==> src/rtl/gametank_blitter.sv <==
// Rectangle copy / colour-fill engine: GRAM -> 128x128 VRAM, one pixel per clock.
// CPU programs offsets 0-7; a one-stage pipeline retires each GRAM read as a VRAM write.
module gametank_blitter #(
  parameter int FB_BITS = 7
) (
  input  logic                   i_clk_cpu,
  input  logic                   i_reset,
  input  logic                   i_ce,
  input  logic                   i_rnw,
  input  logic [2:0]             i_addr,
  input  logic [7:0]             i_data,
  input  logic                   i_dma_enable,
  input  logic                   i_colorfill,
  input  logic                   i_opaque,
  input  logic                   i_irq_en,
  input  logic [1:0]             i_gram_bank,
  input  logic                   i_irq_ack,
  output logic [2*FB_BITS+1:0]   o_gram_addr,
  output logic                   o_gram_re,
  input  logic [7:0]             i_gram_data,
  output logic [2*FB_BITS-1:0]   o_vram_addr,
  output logic                   o_vram_we,
  output logic [7:0]             o_vram_data,
  output logic                   o_busy,
  output logic                   o_irq
);

  localparam int F = FB_BITS;

  // state | meaning
  // IDLE  | waiting for START
  // RUN   | one GRAM read per cycle, previous pixel written
  // DRAIN | final pipelined VRAM write
  // DONE  | one cycle, IRQ raised on entry
  typedef enum logic [1:0] {IDLE, RUN, DRAIN, DONE} state_t;
  state_t state;

  logic [F-1:0] reg_vx, reg_vy, reg_gx, reg_gy, reg_w, reg_h;
  logic         reg_flipx, reg_flipy;
  logic [7:0]   reg_color;

  logic [F-1:0] wvx, wvy, wgx, wgy, ww, wh;
  logic         wflipx, wflipy;
  logic [7:0]   wcolor;

  logic [F-1:0]   col, row;
  logic           valid;
  logic [2*F-1:0] dst_q;

  logic reg_wr, start_wr, start, irq_clr, last_px;
  logic [F-1:0] src_x, src_y, dst_x, dst_y;

  assign reg_wr   = i_ce & ~i_rnw;
  assign start_wr = reg_wr && (i_addr == 3'd6);
  assign start    = start_wr && i_data[0] && i_dma_enable && (state == IDLE);
  assign irq_clr  = i_irq_ack | (start_wr & ~i_data[0]);
  assign last_px  = (col == ww - 1'b1) && (row == wh - 1'b1);

  // All coordinate sums are F bits wide so they wrap inside their own field.
  always_comb begin
    src_x = wgx + (wflipx ? (ww - 1'b1 - col) : col);
    src_y = wgy + (wflipy ? (wh - 1'b1 - row) : row);
    dst_x = wvx + col;
    dst_y = wvy + row;
  end

  always_ff @(posedge i_clk_cpu) begin
    if (i_reset) begin
      state     <= IDLE;
      reg_vx    <= '0; reg_vy <= '0; reg_gx <= '0; reg_gy <= '0;
      reg_w     <= '0; reg_h  <= '0;
      reg_flipx <= 1'b0; reg_flipy <= 1'b0;
      reg_color <= '0;
      wvx <= '0; wvy <= '0; wgx <= '0; wgy <= '0; ww <= '0; wh <= '0;
      wflipx <= 1'b0; wflipy <= 1'b0; wcolor <= '0;
      col <= '0; row <= '0;
      valid <= 1'b0; dst_q <= '0;
      o_irq <= 1'b0;
    end else begin
      if (reg_wr) begin
        case (i_addr)
          3'd0: reg_vx <= i_data[F-1:0];
          3'd1: reg_vy <= i_data[F-1:0];
          3'd2: reg_gx <= i_data[F-1:0];
          3'd3: reg_gy <= i_data[F-1:0];
          3'd4: begin reg_w <= i_data[F-1:0]; reg_flipx <= i_data[7]; end
          3'd5: begin reg_h <= i_data[F-1:0]; reg_flipy <= i_data[7]; end
          3'd7: reg_color <= i_data;
          default: ;
        endcase
      end

      // Clear first so a set below in the same cycle takes priority.
      if (irq_clr) o_irq <= 1'b0;
      valid <= 1'b0;

      case (state)
        IDLE: begin
          if (start) begin
            wvx <= reg_vx; wvy <= reg_vy; wgx <= reg_gx; wgy <= reg_gy;
            ww <= reg_w; wh <= reg_h;
            wflipx <= reg_flipx; wflipy <= reg_flipy; wcolor <= reg_color;
            col <= '0; row <= '0;
            if (reg_w == '0 || reg_h == '0) begin
              state <= DONE;
              if (i_irq_en) o_irq <= 1'b1;
            end else begin
              state <= RUN;
            end
          end
        end
        RUN: begin
          valid <= 1'b1;
          dst_q <= {dst_y, dst_x};
          if (last_px) begin
            state <= DRAIN;
          end else if (col == ww - 1'b1) begin
            col <= '0;
            row <= row + 1'b1;
          end else begin
            col <= col + 1'b1;
          end
        end
        DRAIN: begin
          state <= DONE;
          if (i_irq_en) o_irq <= 1'b1;
        end
        default: state <= IDLE;
      endcase
    end
  end

  assign o_busy      = (state == RUN) || (state == DRAIN);
  assign o_gram_re   = (state == RUN) & ~i_colorfill;
  assign o_gram_addr = (state == RUN) ? {i_gram_bank, src_y, src_x} : '0;
  assign o_vram_addr = dst_q;
  assign o_vram_data = i_colorfill ? wcolor : i_gram_data;
  assign o_vram_we   = valid & (i_colorfill | i_opaque | (i_gram_data != 8'h00));

endmodule

==> config.mk <==
export PLATFORM = sky130hd
export DESIGN_NAME = gametank_blitter
export DESIGN_NICKNAME = d
export VERILOG_FILES = /design/src/rtl/gametank_blitter.sv
export SDC_FILE = /design/constraint.sdc
export NUM_CORES = 1
export LEC_CHECK = 0
export ABC_AREA = 1
export BUFFER_PORTS_ARGS = -buffer_cell sky130_fd_sc_hd__buf_4
export CAP_MARGIN = 20
export CORE_MARGIN = 5
export CORE_UTILIZATION = 51
export DETAILED_ROUTE_END_ITERATION = 16
export PLACE_DENSITY = 0.81
export SETUP_SLACK_MARGIN = 0.15
export SLEW_MARGIN = 20
export SYNTH_ARGS = -nofsm -noshare
export SYNTH_HDL_FRONTEND = slang
export SYNTH_SLANG_ARGS = --single-unit
==> constraint.sdc <==
create_clock -name i_clk_cpu -period 3.2 [get_ports i_clk_cpu]
set_clock_uncertainty 0.1 [all_clocks]
set_input_delay 0.64 -clock i_clk_cpu [delete_from_list [all_inputs] [get_ports i_clk_cpu]]
set_output_delay 0.64 -clock i_clk_cpu [all_outputs]
set_load 0.005 [all_outputs]
==> results of run 1 <==
[cell usage in the layout, fill, tap and decap left out, drive strengths merged, types with 5 or more instances in the layout]
cell type,instances
nand3,35
nand2,119
nand4,13
o21ai,146
ha,44
clkinvlp,5
a21oi,116
clkbuf,20
dfxtp,136
fa,6
buf,173
xor2,25
nor3,8
nor2,181
inv,123
[cells in the mapped netlist]
master          instances
nor2_1                175
o21ai_0               146
dfxtp_1               136
inv_1                 119
a21oi_1               115
nand2_1               110
ha_1                   44
nand3_1                32
clkbuf_1               25
xor2_1                 24
nand4_1                13
nor3_1                  8
fa_1                    6
nand2_2                 6
buf_2                   5
nor2_2                  5
buf_6                   4
xnor2_1                 4
a21o_1                  3
a31oi_1                 3
inv_2                   3
nor3b_1                 3
o22ai_1                 3
nand2_4                 2
nand3_2                 2
nor4_1                  2
or2_1                   2
or2_2                   2
a21oi_2                 1
buf_1                   1
clkinv_1                1
dlymetal6s2s_1          1
nand3_4                 1
nor2_4                  1
o21a_1                  1
o21a_4                  1
xor2_2                  1
[per-stage QoR]
stage / instances / hold slack (ns) / setup TNS [ns] / power (uW)
after global routing: 1360 / 0.3662 / -14.61 / 5343
final: 1360 / 0.3494 / -12.85 / 5141
after detailed placement: 1296 / 0.3437 / -1.573 / 2976
after CTS: 1348 / 0.3531 / -8.821 / 4977
after floorplan: 1011 / 0.3274 / -0.2174 / 2531
after global placement: 1296 / 0.3369 / -0.9098 / 2952
[kinds of logic (layout without fill, tap and decap cells)]
group | count (synthesis) | count (layout) | share of synthesized area (%)
compound gates | 273 | 273 | 19.29
xor+xnor | 29 | 29 | 3.609
fa+ha+maj | 50 | 50 | 9.256
buf+inv | 159 | 327 | 8.858
flops | 136 | 136 | 37.58
simple gates | 364 | 365 | 21.41
[worst register-to-register path, cell delays in order, from the launching register on]
cell and delay, ns:
dfxtp_2 0.34, inv_2 0.05, ha_4 0.17, xor2_4 0.16
ha_4 0.34, nand2_4 0.08, buf_6 0.12, buf_6 0.10
buf_6 0.10, buf_6 0.10, buf_6 0.10, buf_6 0.10
buf_6 0.11, buf_6 0.10, buf_6 0.10, buf_6 0.11
buf_6 0.11, buf_6 0.11, buf_6 0.11, nor3_4 0.13
nand3_2 0.15, nor2_2 0.14, nand2_2 0.17, nand3_4 0.15
nand2_1 0.07, a21oi_1 0.24
[layout make-up]
cell class | instances | share of cell area, %
Tap cell | 180 | 2.310
Clock buffer | 20 | 4.787
Inverter | 123 | 4.736
Multi-Input combinational cell | 717 | 44.39
Clock inverter | 11 | 1.245
Timing Repair Buffer | 173 | 14.53
Sequential cell | 136 | 28.00
[sequential cells by signal (all words and copies together), names as in the netlist]
register     flops
reg_w            7
wcolor           8
reg_flipy        1
wh               7
wvx              7
o_irq            1
reg_vy           7
ww               7
reg_h            7
reg_flipx        1
reg_vx           7
wflipx           1
o_vram_addr     14
wgy              7
valid            1
wgx              7
state            2
reg_gy           7
wflipy           1
reg_gx           7
reg_color        8
wvy              7
row              7
col              7
[metal layers]
layer,up-vias,track usage (%),part of all wire [%]
li1,3631,-,-
met1,3547,32.34,39
met2,415,42.29,47
met3,121,5.482,8.8
met4,0,10.07,5.3
met5,-,0,0
[repair_timing]
action | in CTS | in global routing
pin swaps | 38 | 37
hold buffers | 0 | 0
endpoints found under the setup margin | 12 | 27
setup buffers | 21 | 11
cloned | 0 | 1
gates resized for setup | 55 | 67
[power by group]
group	switching (uW)	total, uW	leakage, uW	internal (uW)
clock network	747	1950	0.000276	1200
logic	753	1310	0.00303	557
registers	74.5	1880	0.00110	1810
[how the worst min path moves through the flow]
stage / startpoint / end / slack, ns / cells after the start
final: wcolor[1] / wcolor[1] / 0.35 / 2
after global routing: wcolor[2] / wcolor[2] / 0.37 / 2
after CTS: wcolor[1] / wcolor[1] / 0.35 / 2
after detailed placement: wvx[4] / wvx[4] / 0.34 / 2
after global placement: wgy[3] / wgy[3] / 0.34 / 2
after floorplan: wgx[5] / wgx[5] / 0.33 / 2
==> metrics, run 1 <==
worst hold path class=register to register; number of distinct library cells after synthesis=37; FF-to-FF path depth=25; Num CTS Buffers=17; Final GP Congestion=0.8795; setup violators final=23; peak supply drop=0.3976 mV; unrepaired setup endpoints after global routing=true; number of max-cap violations=0; Crit-path slowest cell=ha_2; Fmax achieved=233.6 MHz; Area Growth Syn to Fin=34.55%; mean post-synth cell area=7.167 um^2; crit-path cells=inv_2 > buf_4 > nand3_2 > xor2_1 > ha_2 > nand2_1 > nand2_1 > a21oi_2 > xor2_1 > o21ai_1 > ha_1 > nand2_1 > inv_2 > nand4_1 > nand3_1 > xor2_1 > nand3_1 > nand2_1 > nor2_1 > buf_4; fraction of layout cells with a size suffix above 1=26.27%; number of global-route vias before repair=6922; clk_lat worst skew=0.42 ns; First-pass DRT Iterations=7; slowest stage delay, CP=0.36 ns; count of final max-slew check failures=0; Top-Level Pins=72; P per Cell Area=527.3 nW/um^2; Mapped Cells=1011; starting density of the core=52.20%; clock-pin slew on the worst setup and hold paths=0.05 ns; WS Path Type=register to primary output; status=complete, but fails checks; setup ws final=-1.081 ns; pre-CTS WS=-0.5222 ns; Stages on worst setup path=20; main area contributors after synthesis=dfxtp_1 (38%), o21ai_0 (10%), nor2_1 (9.1%); leak pwr=0.004406 uW; row count=43; CP top delay family=simple AND/OR/NAND/NOR gates; Multi-input gate area=4328 um^2; Diodes inserted=0; crit-path max FO=5; final hold violation count=0; Die X=129.2 um; placed wire-length estimate=13230 um; DRT iter0 DRCs=744; residual DRC count=0; RR Endpoint=row[0]; Yosys reg bits=136; endpoint class of the critical path=primary output; # fillers=1009; register area share after synthesis=37.58%; Post-DP Area=8406 um^2; CORE AREA=13880 um^2; final net count=1248; worst r2r src=wh[0]; vias per inst=5.672; Synth warnings=0; clk sink count=136; register area=2730 um^2; antenna-violating nets left=0; CP endpoint=o_gram_addr[6]; H-Tree Depth=4; Required @ worst endpoint=2.46 ns; largest net degree at the start of global routing=77; CTS tree=built; clk buf depth=2; Final Core Density=70.24%; Worst-Margin Slew=0.7249 ns; top-area cell type share of the netlist area=37.58%; Post-Syn Nets=1091; fin crit share=133.8%; failing checks=setup timing; final worst path period need=4.281 ns; CP Buf/Inv Count=4; Most common cell on crit path=nand2_1; die height=129.2 um; initial antenna violation count=0; Worst setup SP type=register; Die ar.=16690 um^2; design area=9749 um^2; root buf cell=clkbuf_16; Mapped Area=7246 um^2; Worst slew margin=51.50%; final wirelength=23790 um; first-pass GRT wire length=33890 um; Worst EP arrival=3.54 ns; GRT Total Usage=25.45%; GR Overflow Total=0; flop2flop setup slack=-0.60 ns; DR WL/cell=17.50 um; Worst setup startpoint=ww[1]; port buffer count=71; area leader, netlist=dfxtp_1; vias=7714
No activity file was read; power rests on OpenSTA's default activity.
==> run 2: changes to the inputs <==
--- a/config.mk
+++ b/config.mk
@@ -8,10 +8,12 @@
 export ABC_AREA = 1
 export BUFFER_PORTS_ARGS = -buffer_cell sky130_fd_sc_hd__buf_4
 export CAP_MARGIN = 20
+export CELL_PAD_IN_SITES_DETAIL_PLACEMENT = 1
+export CELL_PAD_IN_SITES_GLOBAL_PLACEMENT = 1
 export CORE_MARGIN = 5
-export CORE_UTILIZATION = 51
+export CORE_UTILIZATION = 39
 export DETAILED_ROUTE_END_ITERATION = 16
-export PLACE_DENSITY = 0.81
+export PLACE_DENSITY = 0.84
 export SETUP_SLACK_MARGIN = 0.15
 export SLEW_MARGIN = 20
 export SYNTH_ARGS = -nofsm -noshare
==> run 2 against run 1 <==
Effect of this change: the flow still finishes with violations (setup timing); first-iteration DRC count shrank 24%; largest cell class unchanged; via count shrank 0.13%; combinational power is essentially flat; cell count grew 1.8%.
==> metrics, run 2 (synthesis results as in run 1) <==
largest net degree at the start of global routing=99; clk_lat worst skew=0.43 ns; clock-pin slew on the worst setup and hold paths=0.07 ns; pre-CTS WS=-0.5819 ns; setup violators final=12; H-Tree Depth=4; final wirelength=28110 um; crit-path cells=inv_2 > ha_4 > xor2_4 > ha_4 > nand2_1 > o21ai_2 > nand2_2 > nand2_2 > a21oi_2 > xor2_1 > o21ai_1 > ha_1 > nand2_1 > inv_2 > nand4_1 > nand3_1 > xor2_1 > nand3_1 > nand2_1 > nor2_1 > buf_4; DRT iter0 DRCs=564; GR Overflow Total=0; starting density of the core=39.93%; port buffer count=71; leak pwr=0.004298 uW; initial antenna violation count=0; Worst slew margin=52.61%; root buf cell=clkbuf_16; residual DRC count=0; Num CTS Buffers=17; CORE AREA=18150 um^2; peak supply drop=0.4330 mV; # hold bufs at CTS=0; Worst-Margin Slew=0.7083 ns; number of max-cap violations=0; final net count=1223; die height=146.3 um; vias per inst=5.562; clk buf depth=2; unrepaired setup endpoints after global routing=true; final worst path period need=4.269 ns; fraction of layout cells with a size suffix above 1=25.09%; fin crit share=133.4%; GRT Total Usage=24.33%; Final GP Congestion=0.8765; worst hold path class=register to register; Die ar.=21410 um^2; vias=7704; endpoint class of the critical path=primary output; WS Path Type=register to primary output; crit-path max FO=3; count of final max-slew check failures=0; Required @ worst endpoint=2.46 ns; most common cell after layout, fill and taps aside=nor2_1; placed wire-length estimate=15930 um; Diodes inserted=0; Area Growth Syn to Fin=33.28%; Die X=146.3 um; setup ws final=-1.069 ns; Tot Pwr=5371 uW; Crit-path slowest cell=dfxtp_2; P per Cell Area=556.2 nW/um^2; CP Buf/Inv Count=3; DR WL/cell=20.30 um; Worst EP arrival=3.53 ns; number of global-route vias before repair=7886; antenna-violating nets left=0; CTS tree=built; setup TNS=-7.938 ns; status=complete, but fails checks; CP top delay family=adder cells; first-pass GRT wire length=42140 um; row count=49; Worst setup SP type=register; slowest stage delay, CP=0.35 ns; First-pass DRT Iterations=5; Top-Level Pins=72; max FFs per register=14; failing checks=setup timing; clk sink count=136; most frequent cells in the layout=nor2_1 (172), buf_4 (136), o21ai_0 (133); Most common cell on crit path=nand2_1; Fmax achieved=234.2 MHz; final hold violation count=0
==> run 2: final cells by class <==
cell class | count | area, um^2
timing repair buffer | 149 | 1185
fill | 2226 | 8491
sequential | 136 | 2730
clock buffer | 17 | 425.4
tap | 229 | 286.5
inverter | 123 | 461.7
clock inverter | 15 | 216.5
multi-input combinational | 716 | 4352
==> run 2: repair_timing <==
| action | 4_1_cts | 5_1_grt |
|---|---|---|
| gates cloned | 0 | 0 |
| setup endpoints to repair | 12 | 23 |
| gates resized for setup | 61 | 41 |
| pin swaps | 33 | 39 |
| buffers inserted | 7 | 5 |
==> run 2: worst paths after layout <==
path                from        endpoint  slack (ns)  cells after the start
setup / recovery   ww[0]  o_gram_addr[6]       -1.07                     21
hold / removal    wvy[5]          wvy[5]        0.36                      2
hold reg to reg   wvy[5]          wvy[5]        0.36                      2
setup reg to reg   ww[0]        state[1]        0.26                     14
==> run 2: report_power, final <==
group          switching (uW)  leakage (uW)  internal (uW)
Sequential               80.3       0.00110           1810
Combinational             764       0.00288            516
Clock                     876      0.000312           1330
Total                    1720       0.00430           3650
==> run 2: tightest hold or removal path, stage by stage (launching register included) <==
cell and delay [ns]:
dfxtp_1 0.32, inv_1 0.05, a21oi_1 0.05
==> run 2: through the flow <==
stage / utilization [%] / hold WS, ns / instance area, um^2 / std cells
floorplan: - / 0.3274 / 7284 / 1011
finish: 53.21 / 0.3565 / 9657 / 1385
global placement: 46.60 / 0.3399 / 8457 / 1341
global route: 53.21 / 0.3813 / 9657 / 1385
detailed placement: 46.60 / 0.3454 / 8457 / 1341
CTS: 51.98 / 0.3598 / 9433 / 1380
==> run 2: metal layers <==
metal	up-vias	track usage (%)	wire length (um)
met4	0	8.278	792
met3	75	5.547	1456
met5	-	0	0
li1	3568	-	-
met1	3800	29.56	11700
met2	261	42.44	14160
==> run 3: changes to the inputs <==
--- a/config.mk
+++ b/config.mk
@@ -19,3 +19,4 @@
 export SYNTH_ARGS = -nofsm -noshare
 export SYNTH_HDL_FRONTEND = slang
 export SYNTH_SLANG_ARGS = --single-unit
+export TNS_END_PERCENT = 5
==> run 3 against run 2 <==
Effect of this change: the run still ends with setup timing left; sequential power about the same; die area unchanged; highest routed layer unchanged; register-to-register slack better by 0.08 ns; clock power down 11%; critical path depth unchanged; routed wire length down 16%; count of clock-buffer cells in the layout up 1; critical endpoint unchanged.
==> metrics, run 3 (synthesis results as in run 1) <==
status=complete, but fails checks; failing checks=setup timing; P per Cell Area=545.8 nW/um^2; residual DRC count=0; Diodes inserted=0; number of global-route vias before repair=7633; P_int=3447 uW; port buffer count=71; crit-path max FO=3; most frequent cells in the layout=nor2_1 (173), buf_4 (144), o21ai_0 (134), dfxtp_1 (134), inv_1 (112); unrepaired setup endpoints after global routing=true; # hold bufs at CTS=0; Fmax achieved=242.0 MHz; final wirelength=23600 um; CTS tree=built; Worst-Margin Slew=0.7235 ns; peak supply drop=0.4081 mV; clk buf depth=2; net switching power=1569 uW; first-pass GRT wire length=38130 um; power share of the combinational group=23.6%; root buf cell=clkbuf_16; Die ar.=21410 um^2; clk_lat worst skew=0.43 ns; setup ws final=-0.9330 ns; vias=7284; GR Overflow Total=0; Final GP Congestion=0.8923; First-pass DRT Iterations=5; leak pwr=0.004196 uW; vias per inst=5.267; count of final max-slew check failures=0; final net count=1222; Required @ worst endpoint=2.46 ns; DRT iter0 DRCs=316; DR WL/cell=17.06 um; row count=49; Die X=146.3 um; final worst path period need=4.133 ns; clk sink count=136; antenna-violating nets left=0; Worst slew margin=51.59%; Top-Level Pins=72; setup violators final=11; Worst Hold Slack=0.3488 ns; Final Core Density=50.63%; starting density of the core=39.93%; Worst setup SP type=register; Sw Share=31.28%; fraction of layout cells with a size suffix above 1=20.28%; placed wire-length estimate=16510 um; GRT Total Usage=21.81%; Num CTS Buffers=17; fin crit share=129.2%; Worst EP arrival=3.39 ns; max FFs per register=14; setup TNS=-6.261 ns; largest net degree at the start of global routing=102; Clock Power Share=38.9%; WS Path Type=register to primary output; endpoint class of the critical path=primary output; number of max-cap violations=0; Reg power frac=37.6%; final hold violation count=0; most common cell after layout, fill and taps aside=nor2_1; die height=146.3 um; CORE AREA=18150 um^2; Area Growth Syn to Fin=26.82%; worst hold path class=register to register; clock-pin slew on the worst setup and hold paths=0.06 ns; H-Tree Depth=4; initial antenna violation count=0
[run 3: changes by cell type in the layout (fill, tap and decap cells not counted), moves of 5 or more]
cell     change
ha_1        +11
ha_4        -11
buf_6        -9
buf_4        +8
nand2_1      +6
inv_1        +5
inv_2        -5
nand2_2      -5
xor2_1       +5
[run 3: final cells by class]
type / count / area, um^2
well taps: 229 / 286.5
clock buffers: 18 / 429.2
multi-input cells: 716 / 3996
clock inverters: 13 / 146.4
inverters: 123 / 461.7
fillers: 2316 / 8959
flip-flops and latches: 136 / 2725
repair buffers: 148 / 1144
[run 3: path summary, 6_finish.rpt]
check,from,endpoint,slack [ns],cells after the start
max,ww[1],o_gram_addr[6],-0.93,21
min reg2reg,wgx[2],wgx[2],0.35,2
min,wgx[2],wgx[2],0.35,2
max reg2reg,wh[0],state[1],0.34,14
[run 3: worst max-delay path: stages (launching register included)]
cell and delay, ns:
dfxtp_1 0.33, inv_2 0.06, ha_4 0.16, xor2_1 0.14, ha_1 0.34, a21oi_2 0.18, o21ai_2 0.08, nand2_1 0.09
nand2_1 0.07, a21oi_2 0.14, xor2_1 0.15, o21ai_1 0.08, ha_1 0.34, nand2_1 0.08, inv_2 0.06, nand4_1 0.08
nand3_1 0.09, xor2_1 0.18, nand3_1 0.09, nand2_1 0.06, nor2_1 0.04, buf_4 0.13
[run 3: repair_timing]
| action | CTS | global route |
|---|---|---|
| buffers inserted | 1 | 1 |
| setup endpoints to repair | 12 | 22 |
| pin swaps | 19 | 9 |
| resized for setup | 24 | 14 |
[run 3: layer usage]
| layer | wire [um] | track usage (%) |
|---|---|---|
| met1 | 10510 | 26.97 |
| met2 | 11800 | 38.16 |
| met3 | 789 | 4.214 |
| met4 | 496 | 7.197 |
| met5 | 0 | 0 |
[run 3: through the flow]
stage | area (um^2) | total power (uW) | setup WS [ns] | cells
global placement | 8503 | 2995 | -0.3515 | 1350
finish | 9189 | 5016 | -0.9330 | 1383
global route | 9189 | 5237 | -1.212 | 1383
floorplan | 7263 | 2529 | -0.1995 | 1011
CTS | 9145 | 5018 | -0.8939 | 1382
detailed placement | 8503 | 3047 | -0.5344 | 1350
[run 3: power by group through the flow]
stage,logic [uW],registers [uW],clock network (uW)
floorplan,612,1920,0
global placement,1080,1910,0
detailed placement,1130,1920,0
CTS,1160,1880,1970
global route,1300,1900,2050
finish,1180,1880,1950
